### src/rtl/bpu_train_queue.sv
// Branch-predictor training queue: captures two retire lanes per cycle, issues frontend redirects,
// and drains one entry per cycle to the predictor update ports. Optional counters: BPU_TRAIN_PERF_EN.
module bpu_train_queue #(
    parameter int DEPTH = 8
) (
    input  logic        clk,
    input  logic        reset,
    input  logic        in_valid_0,
    input  logic        in_valid_1,
    input  logic [31:0] in_pc_0,
    input  logic [31:0] in_pc_1,
    input  logic [2:0]  in_type_0,
    input  logic [2:0]  in_type_1,
    input  logic        in_pred_taken_0,
    input  logic        in_pred_taken_1,
    input  logic [31:0] in_pred_target_0,
    input  logic [31:0] in_pred_target_1,
    input  logic        in_act_taken_0,
    input  logic        in_act_taken_1,
    input  logic [31:0] in_act_target_0,
    input  logic [31:0] in_act_target_1,
    output logic        in_ready,
    output logic        redirect_valid,
    output logic [31:0] redirect_pc,
    output logic        branch_mistaken,
    output logic [31:0] wrong_pc,
    output logic [31:0] right_target,
    output logic [2:0]  ins_type_w,
    output logic        update_orien_en,
    output logic [31:0] retire_pc,
    output logic        right_orien
`ifdef BPU_TRAIN_PERF_EN
    ,
    output logic [31:0] branch_cnt,
    output logic [31:0] mispred_cnt
`endif
);

    localparam int AW = $clog2(DEPTH);
    localparam int CW = AW + 1;
    localparam logic [2:0] TYPE_COND = 3'b101;

    logic [CW-1:0] count_reg;
    logic [AW-1:0] wptr_reg;
    logic [AW-1:0] rptr_reg;

    logic [31:0] pc_mem     [DEPTH];
    logic [31:0] target_mem [DEPTH];
    logic [2:0]  type_mem   [DEPTH];
    logic        taken_mem  [DEPTH];
    logic        mp_mem     [DEPTH];

    logic [1:0]  lane_valid;
    logic [31:0] lane_pc          [2];
    logic [2:0]  lane_type        [2];
    logic [1:0]  lane_pred_taken;
    logic [31:0] lane_pred_target [2];
    logic [1:0]  lane_act_taken;
    logic [31:0] lane_act_target  [2];
    logic [1:0]  lane_eff_taken;
    logic [1:0]  lane_mp;
    logic [31:0] lane_redirect_pc [2];
    logic [AW-1:0] lane_addr      [2];

    logic [1:0]  acc;
    logic        deq;
    logic        redirect_next;

    assign lane_valid       = {in_valid_1, in_valid_0};
    assign lane_pc[0]       = in_pc_0;
    assign lane_pc[1]       = in_pc_1;
    assign lane_type[0]     = in_type_0;
    assign lane_type[1]     = in_type_1;
    assign lane_pred_taken  = {in_pred_taken_1, in_pred_taken_0};
    assign lane_pred_target[0] = in_pred_target_0;
    assign lane_pred_target[1] = in_pred_target_1;
    assign lane_act_taken   = {in_act_taken_1, in_act_taken_0};
    assign lane_act_target[0]  = in_act_target_0;
    assign lane_act_target[1]  = in_act_target_1;

    assign in_ready = (count_reg <= CW'(DEPTH - 2));

    genvar gi;
    generate
        for (gi = 0; gi < 2; gi++) begin : g_lane
            // Unconditional transfers (direct/call/ret/indirect) always resolve taken.
            assign lane_eff_taken[gi] = ((lane_type[gi] >= 3'b001) && (lane_type[gi] <= 3'b100))
                                        ? 1'b1 : lane_act_taken[gi];
            assign lane_mp[gi] = (lane_pred_taken[gi] != lane_eff_taken[gi]) ||
                                 (lane_eff_taken[gi] && (lane_pred_target[gi] != lane_act_target[gi]));
            assign lane_redirect_pc[gi] = lane_eff_taken[gi] ? lane_act_target[gi]
                                                             : lane_pc[gi] + 32'd4;
        end
    endgenerate

    always_comb begin
        acc    = 2'b00;
        acc[0] = lane_valid[0] && in_ready && (lane_type[0] != 3'b000);
        // A mispredicting older lane squashes the younger one.
        acc[1] = lane_valid[1] && in_ready && (lane_type[1] != 3'b000) && !(acc[0] && lane_mp[0]);
        lane_addr[0]  = wptr_reg;
        lane_addr[1]  = wptr_reg + AW'(acc[0]);
        deq           = (count_reg != '0);
        redirect_next = (acc[0] && lane_mp[0]) || (acc[1] && lane_mp[1]);
    end

    always_ff @(posedge clk) begin
        for (int i = 0; i < 2; i++) begin
            if (acc[i]) begin
                pc_mem[lane_addr[i]]     <= lane_pc[i];
                target_mem[lane_addr[i]] <= lane_act_target[i];
                type_mem[lane_addr[i]]   <= lane_type[i];
                taken_mem[lane_addr[i]]  <= lane_eff_taken[i];
                mp_mem[lane_addr[i]]     <= lane_mp[i];
            end
        end
    end

    always_ff @(posedge clk) begin
        if (reset) begin
            count_reg <= '0;
            wptr_reg  <= '0;
            rptr_reg  <= '0;
        end else begin
            count_reg <= count_reg + CW'(acc[0]) + CW'(acc[1]) - CW'(deq);
            wptr_reg  <= wptr_reg + AW'(acc[0]) + AW'(acc[1]);
            rptr_reg  <= rptr_reg + AW'(deq);
        end
    end

    always_ff @(posedge clk) begin
        if (reset) begin
            redirect_valid  <= 1'b0;
            redirect_pc     <= '0;
            branch_mistaken <= 1'b0;
            wrong_pc        <= '0;
            right_target    <= '0;
            ins_type_w      <= '0;
            update_orien_en <= 1'b0;
            retire_pc       <= '0;
            right_orien     <= 1'b0;
        end else begin
            redirect_valid <= redirect_next;
            if (redirect_next) begin
                redirect_pc <= (acc[0] && lane_mp[0]) ? lane_redirect_pc[0] : lane_redirect_pc[1];
            end
            branch_mistaken <= deq && mp_mem[rptr_reg];
            update_orien_en <= deq && (type_mem[rptr_reg] == TYPE_COND);
            // Data outputs hold their last value while the queue is empty.
            if (deq) begin
                wrong_pc     <= pc_mem[rptr_reg];
                retire_pc    <= pc_mem[rptr_reg];
                right_target <= target_mem[rptr_reg];
                ins_type_w   <= type_mem[rptr_reg];
                right_orien  <= taken_mem[rptr_reg];
            end
        end
    end

`ifdef BPU_TRAIN_PERF_EN
    always_ff @(posedge clk) begin
        if (reset) begin
            branch_cnt  <= '0;
            mispred_cnt <= '0;
        end else begin
            branch_cnt  <= branch_cnt + 32'(acc[0]) + 32'(acc[1]);
            mispred_cnt <= mispred_cnt + 32'(redirect_next);
        end
    end
`endif

`ifndef SYNTHESIS
    always_ff @(posedge clk) begin
        if (!reset) begin
            assert (!(in_valid_0 && !in_ready) && !(in_valid_1 && !in_ready));
            assert (!(in_valid_1 && !in_valid_0));
        end
    end
`endif

endmodule
### config.mk
export PLATFORM = sky130hd
export DESIGN_NAME = bpu_train_queue
export DESIGN_NICKNAME = d
export VERILOG_FILES = /design/src/rtl/bpu_train_queue.sv
export SDC_FILE = /design/constraint.sdc
export NUM_CORES = 1
export LEC_CHECK = 0
export BUFFER_PORTS_ARGS = -buffer_cell sky130_fd_sc_hd__buf_2
export CORE_MARGIN = 2
export CORE_UTILIZATION = 60
export CTS_CLUSTER_DIAMETER = 150
export DETAILED_ROUTE_END_ITERATION = 8
export GPL_TIMING_DRIVEN = 0
export PLACE_DENSITY = 0.81
export REMOVE_ABC_BUFFERS = 1
export SLEW_MARGIN = 20
export SYNTH_ARGS = -nofsm -noshare
export SYNTH_HDL_FRONTEND = slang
export SYNTH_SLANG_ARGS = --single-unit
### constraint.sdc
create_clock -name clk -period 8.4 [get_ports clk]
set_clock_uncertainty 0.1 [all_clocks]
set_input_delay 0.84 -clock clk [delete_from_list [all_inputs] [get_ports clk]]
set_output_delay 0.84 -clock clk [all_outputs]
set_load 0.005 [all_outputs]
Word level (Yosys, flattened, before mapping)
Memory sizes are Yosys's and may differ from the RTL's. A register that Yosys moved wholly into a read port is not among the register bits.
Cells that the tools add are included.
{ "word_totals": {"out_inout_bits": 136, "ramBits": 552, "n_memories": 5, "ff_bits": 48, "wordCells": 62, "inputBits": 206} }
{ "op_classes": {"muxes": 11, "eq_ne": 5, "reduce_logical": 20, "n_addsub": 8, "order_cmp": 5} }
{ "mem_list": {"columns": ["memory", "words", "width", "read_ports", "rd_ports_with_merged_regs", "wr", "line", "text"], "rows": [
  ["pc_mem", 8, 32, 1, 1, 2, "47", "logic [31:0] pc_mem [DEPTH];"],
  ["target_mem", 8, 32, 1, 1, 2, "48", "logic [31:0] target_mem [DEPTH];"],
  ["type_mem", 8, 3, 1, 1, 2, "49", "logic [2:0] type_mem [DEPTH];"],
  ["mp_mem", 8, 1, 1, 1, 2, "51", "logic mp_mem [DEPTH];"],
  ["taken_mem", 8, 1, 1, 1, 2, "50", "logic taken_mem [DEPTH];"]
]} }
{ "op_table": {"columns": ["cell", "n"], "rows": [
  ["$mux 32", 3],
  ["$add 32x3->32 const B", 2],
  ["$ne 32x32->1", 2],
  ["$logic_and 1x1->1", 13],
  ["$add 3x1->3", 3],
  ["$add 4x1->4", 2],
  ["$ge 3x1->1 const B", 2],
  ["$le 3x3->1 const B", 2],
  ["$mux 1", 6],
  ["$mux 3", 2],
  ["$reduce_bool 3->1", 2],
  ["$le 4x3->1 const B", 1],
  ["$reduce_bool 4->1", 1],
  ["$sub 4x1->4", 1],
  ["$eq 3x3->1 const B", 1],
  ["$logic_or 1x1->1", 3],
  ["$ne 1x1->1", 2],
  ["$logic_not 1->1", 1]
]} }

Depth between registers and ports, before layout
{ "depth": {"ltp_word": 10, "mapped_depth": 16, "depth_no_buf": 13} }

Worst setup path before layout
OpenSTA, ideal clock, no wires.
{ "synth_timing": {"path_kind": "flip-flop to flip-flop", "from": "register count_reg[3]", "to": "memory mp_mem[3], enable pin", "setup_time_ns": 0.598, "arrival_ns": 6.395, "path_stages_with_launch": 9, "required_ns": 7.702, "path_slack_ns": 1.306, "synth_period_minus_slack_ns": 7.094, "path_buffers": 0, "cell_sequence": "dfxtp_1 -> inv_1 -> ha_1 -> nand2_1 -> mux2i_1 -> nand3_1 -> inv_1 -> nand2_1 -> o31ai_1"} }
{ "synth_rtl": {"columns": ["item", "line", "text"], "rows": [
  ["from (decl)", "43", "logic [CW-1:0] count_reg;"],
  ["from (signal assigned)", "125", "count_reg <= count_reg + CW'(acc[0]) + CW'(acc[1]) - CW'(deq);"],
  ["to (decl)", "51", null]
]} }

==> impl_results.md <==
- Run status: completed
- Final critical-path setup slack: 2.721 ns
- Post-synthesis instance area: 35470 sq um
- Portion of total power attributed to combinational logic: 33.2%
- Setup repair after global routing missed its margin: no
- Type of the worst setup path: in2reg
- Synthesis-to-finish area growth: 14.40%
- Number of setup buffers added after CTS: 0
- Setup_tns: 0 ns
- Cell count after synthesis: 2434
- Global router's overall resource usage: 34.03%
- Total power per unit cell area: 290.0 nW/um^2
- Port Buf Inserts: 341
- Post-synthesis sequential area ratio: 53.10%
- Met3 routed wirelength: 11.72 mm
- Tightest slew margin relative to the limit: 18.87%
- Most numerous cell types in the synthesized netlist: 552 x sky130_fd_sc_hd__edfxtp_1, 385 x sky130_fd_sc_hd__mux2_2, 169 x sky130_fd_sc_hd__clkbuf_1
- Worst hold path class: reg2reg
- Worst-case register-to-register setup slack: 3.47 ns
- Fraction of registers with async set or reset after synthesis: 0%
- Area after DPL: 38190 sq um
- # placed instances: 3328
- Post-Place Worst Slack: 2.225 ns
- Starting density of the core: 60.45%
- H-tree levels: 3
- Clock share of power: 27.6%
- Final Instance Count excl. Fillers: 3461
- Resize count post-CTS: 0
- Hold-fix buffer count after cts: 0
- Clock buffer count from CTS: 69
- Leading cell types by total area after synthesis: sky130_fd_sc_hd__edfxtp_1 47%, sky130_fd_sc_hd__mux2_2 12%, sky130_fd_sc_hd__mux4_2 8.8%
- Total wire length after detailed routing: 103.6 mm
- Register share of total power: 39.1%
- Cell depth of the worst flop-to-flop path: 15
- Sw Ratio: 31.23%
- Number of nets in the final layout: 2847
- Timing-limited maximum frequency: 176.1 MHz
- Number of sinks driven by the clock tree: 665
- # DRC: 0
- Global-route wire length before repair: 151.3 mm
- Design Power: 11.77 mW
- Area of the core: 58690 sq um
- Die Ht: 247.2 um
- Die boundary width: 247.2 um
- Highest metal used: met5
- Number of max-slew violations in the final report: 0
- FF+latch count, synth: 665
- Count of different cell masters after synthesis: 54
- Period minus WS final: 5.679 ns
- Wire length on met1: 37.03 mm
- Clock root buffer: sky130_fd_sc_hd__clkbuf_16
- Slew of the pin with the lowest slew margin: 1.217 ns
- Count leader, synth: sky130_fd_sc_hd__edfxtp_1
- Pin count of the biggest net entering global routing: 73
- Met2 WL post-DR: 48.89 mm
- Required time of the critical path: 8.67 ns
- CTS tree: built
- CP endpoint kind: register
- Ports placed on the boundary: 342
- Number of antenna violations at the first check in global routing: 17
- Worst skew pair latency: 0.62 ns
- Avg Synthesized Cell Area: 14.57 sq um
- Row Count: 89
- Instance count along the most critical hold path: 2
- Die Footprint: 61080 sq um
- Final clock period utilization by the worst path: 67.61%
- Power spent charging and discharging nets: 3.676 mW
- Final Wtd Congestion: 0.8220
- Starting DRT DRC Count: 2753
- Primary FF master, synth: sky130_fd_sc_hd__edfxtp_1
- Beginning of the worst hold path: ins_type_w[2]
- Clock transition time at the flip-flop clock pins of the worst setup and hold paths: 0.06 ns
- Filler cell count: 3784
- DR vias: 23193
- Overflow left after global routing: 0
- Synthesis warning total: 0
- Endpoint of the worst register-to-register path: target_mem[6][27]
- Antenna Nets Post-Route: 0
- Vias in the first global route: 23487
- Hold Crit Endpoint: ins_type_w[2]
- Worst VDD drop: 0.0002614 V
- Maximum root-to-sink buffer count: 3
- Post-synthesis cell type with the largest combined area: sky130_fd_sc_hd__edfxtp_1
- Biggest fanout along the worst timing path: 19
- Post-DR vias/cell: 6.701
- Share of post-route cells with drive strength above 1: 45.84%
- Startpoint of the lowest-slack register-to-register path: count_reg[3]
- Cell internal pwr: 8.093 mW
- Data arrival at the endpoint of the critical path: 5.95 ns
- Type of element launching the critical path: input pin
- Number of failing setup endpoints in the final timing report: 0
- DP Wirelength: 69.80 mm
- Number of enable-type register cells in the synthesized netlist: 552
- Average wire per cell in the routed design: 29.92 um
- Final core occ: 69.15%
- Max-cap viol count: 0
- Fin. Hold Viols: 0
- Area share of the largest cell type after synthesis: 46.73%
- Hold slack final: 0.3873 ns
- Post-route cell area: 40580 sq um
- Drt pass-1 iters: 6
- Static Leakage: 14.50 nW
critical path: stages:
cell and delay, ns:
sky130_fd_sc_hd__buf_2 0.18, sky130_fd_sc_hd__o21ai_1 0.31, sky130_fd_sc_hd__a21o_1 0.96, sky130_fd_sc_hd__nand4_1 0.57, sky130_fd_sc_hd__or3_1 0.55, sky130_fd_sc_hd__and2_2 0.42, sky130_fd_sc_hd__nor4b_4 0.72, sky130_fd_sc_hd__buf_6 0.26
sky130_fd_sc_hd__buf_8 0.17, sky130_fd_sc_hd__buf_6 0.16, sky130_fd_sc_hd__buf_4 0.22, sky130_fd_sc_hd__buf_4 0.21, sky130_fd_sc_hd__mux2_2 0.35
metal layers:
layer	track usage, %	vias to the layer above
li1	-	9685
met1	43.41	11581
met2	54.11	1563
met3	8.172	344
met4	18.02	20
met5	0	-
power by group through the flow:
stage	combinational, mW	sequential, mW	clock (mW)
after floorplan	2.37	4.81	0
final	3.91	4.60	3.25
after CTS	3.89	4.60	3.27
after detailed placement	3.86	4.66	0
after global routing	4.14	4.66	3.40
after global placement	3.67	5.01	0
logic make-up (layout without fill, tap and decap cells):
family                   count (synthesis)  in the layout  synth area share (%)
AND/OR/NAND/NOR                        336            336                 4.613
flip-flops                             665            665                 53.10
other                                    0              9                     0
multiplexers                           767            767                 29.82
XOR/XNOR                               120            120                 2.963
buffers and inverters                  329            574                 4.963
AO/OA/AOI/OAI                          202            202                 3.964
adder cells (fa/ha/maj)                 15             15                0.5714
how the worst max path moves through the flow:
stage / to / slack [ns] / depth (start not counted) / from
after CTS: pc_mem[0][12] / 2.83 / 13 / in_type_0[1]
after global placement: pc_mem[7][25] / -16.42 / 8 / in_type_0[1]
after global routing: pc_mem[0][12] / 2.74 / 13 / in_type_0[0]
after detailed placement: pc_mem[0][12] / 2.23 / 13 / in_type_0[0]
final: pc_mem[0][12] / 2.72 / 13 / in_type_0[0]
after floorplan: mp_mem[3] / -2.09 / 7 / in_type_0[1]
cell usage in the layout (no fill, tap or decap), drive strengths merged, types with 27 or more instances in the layout:
| master | count |
|---|---|
| buf | 438 |
| a211oi | 71 |
| xor2 | 73 |
| nand2 | 86 |
| edfxtp | 552 |
| mux4 | 138 |
| mux2 | 537 |
| mux2i | 92 |
| o21ai | 27 |
| dfxtp | 113 |
| clkbuf | 96 |
| nand3 | 29 |
| a21oi | 33 |
| nor2 | 118 |
| xnor2 | 47 |
layout make-up:
class	instances	area, sq um	area share, %
sequential	665	18850	46.45
multi-input combinational	1440	15030	37.03
timing repair buffer	438	3301	8.133
clock buffer	96	1951	4.807
tap	773	967.2	2.383
clock inverter	28	415.4	1.024
inverter	12	50.05	0.1233
antenna	9	22.52	0.05550
(Power assumes the default switching activity.)
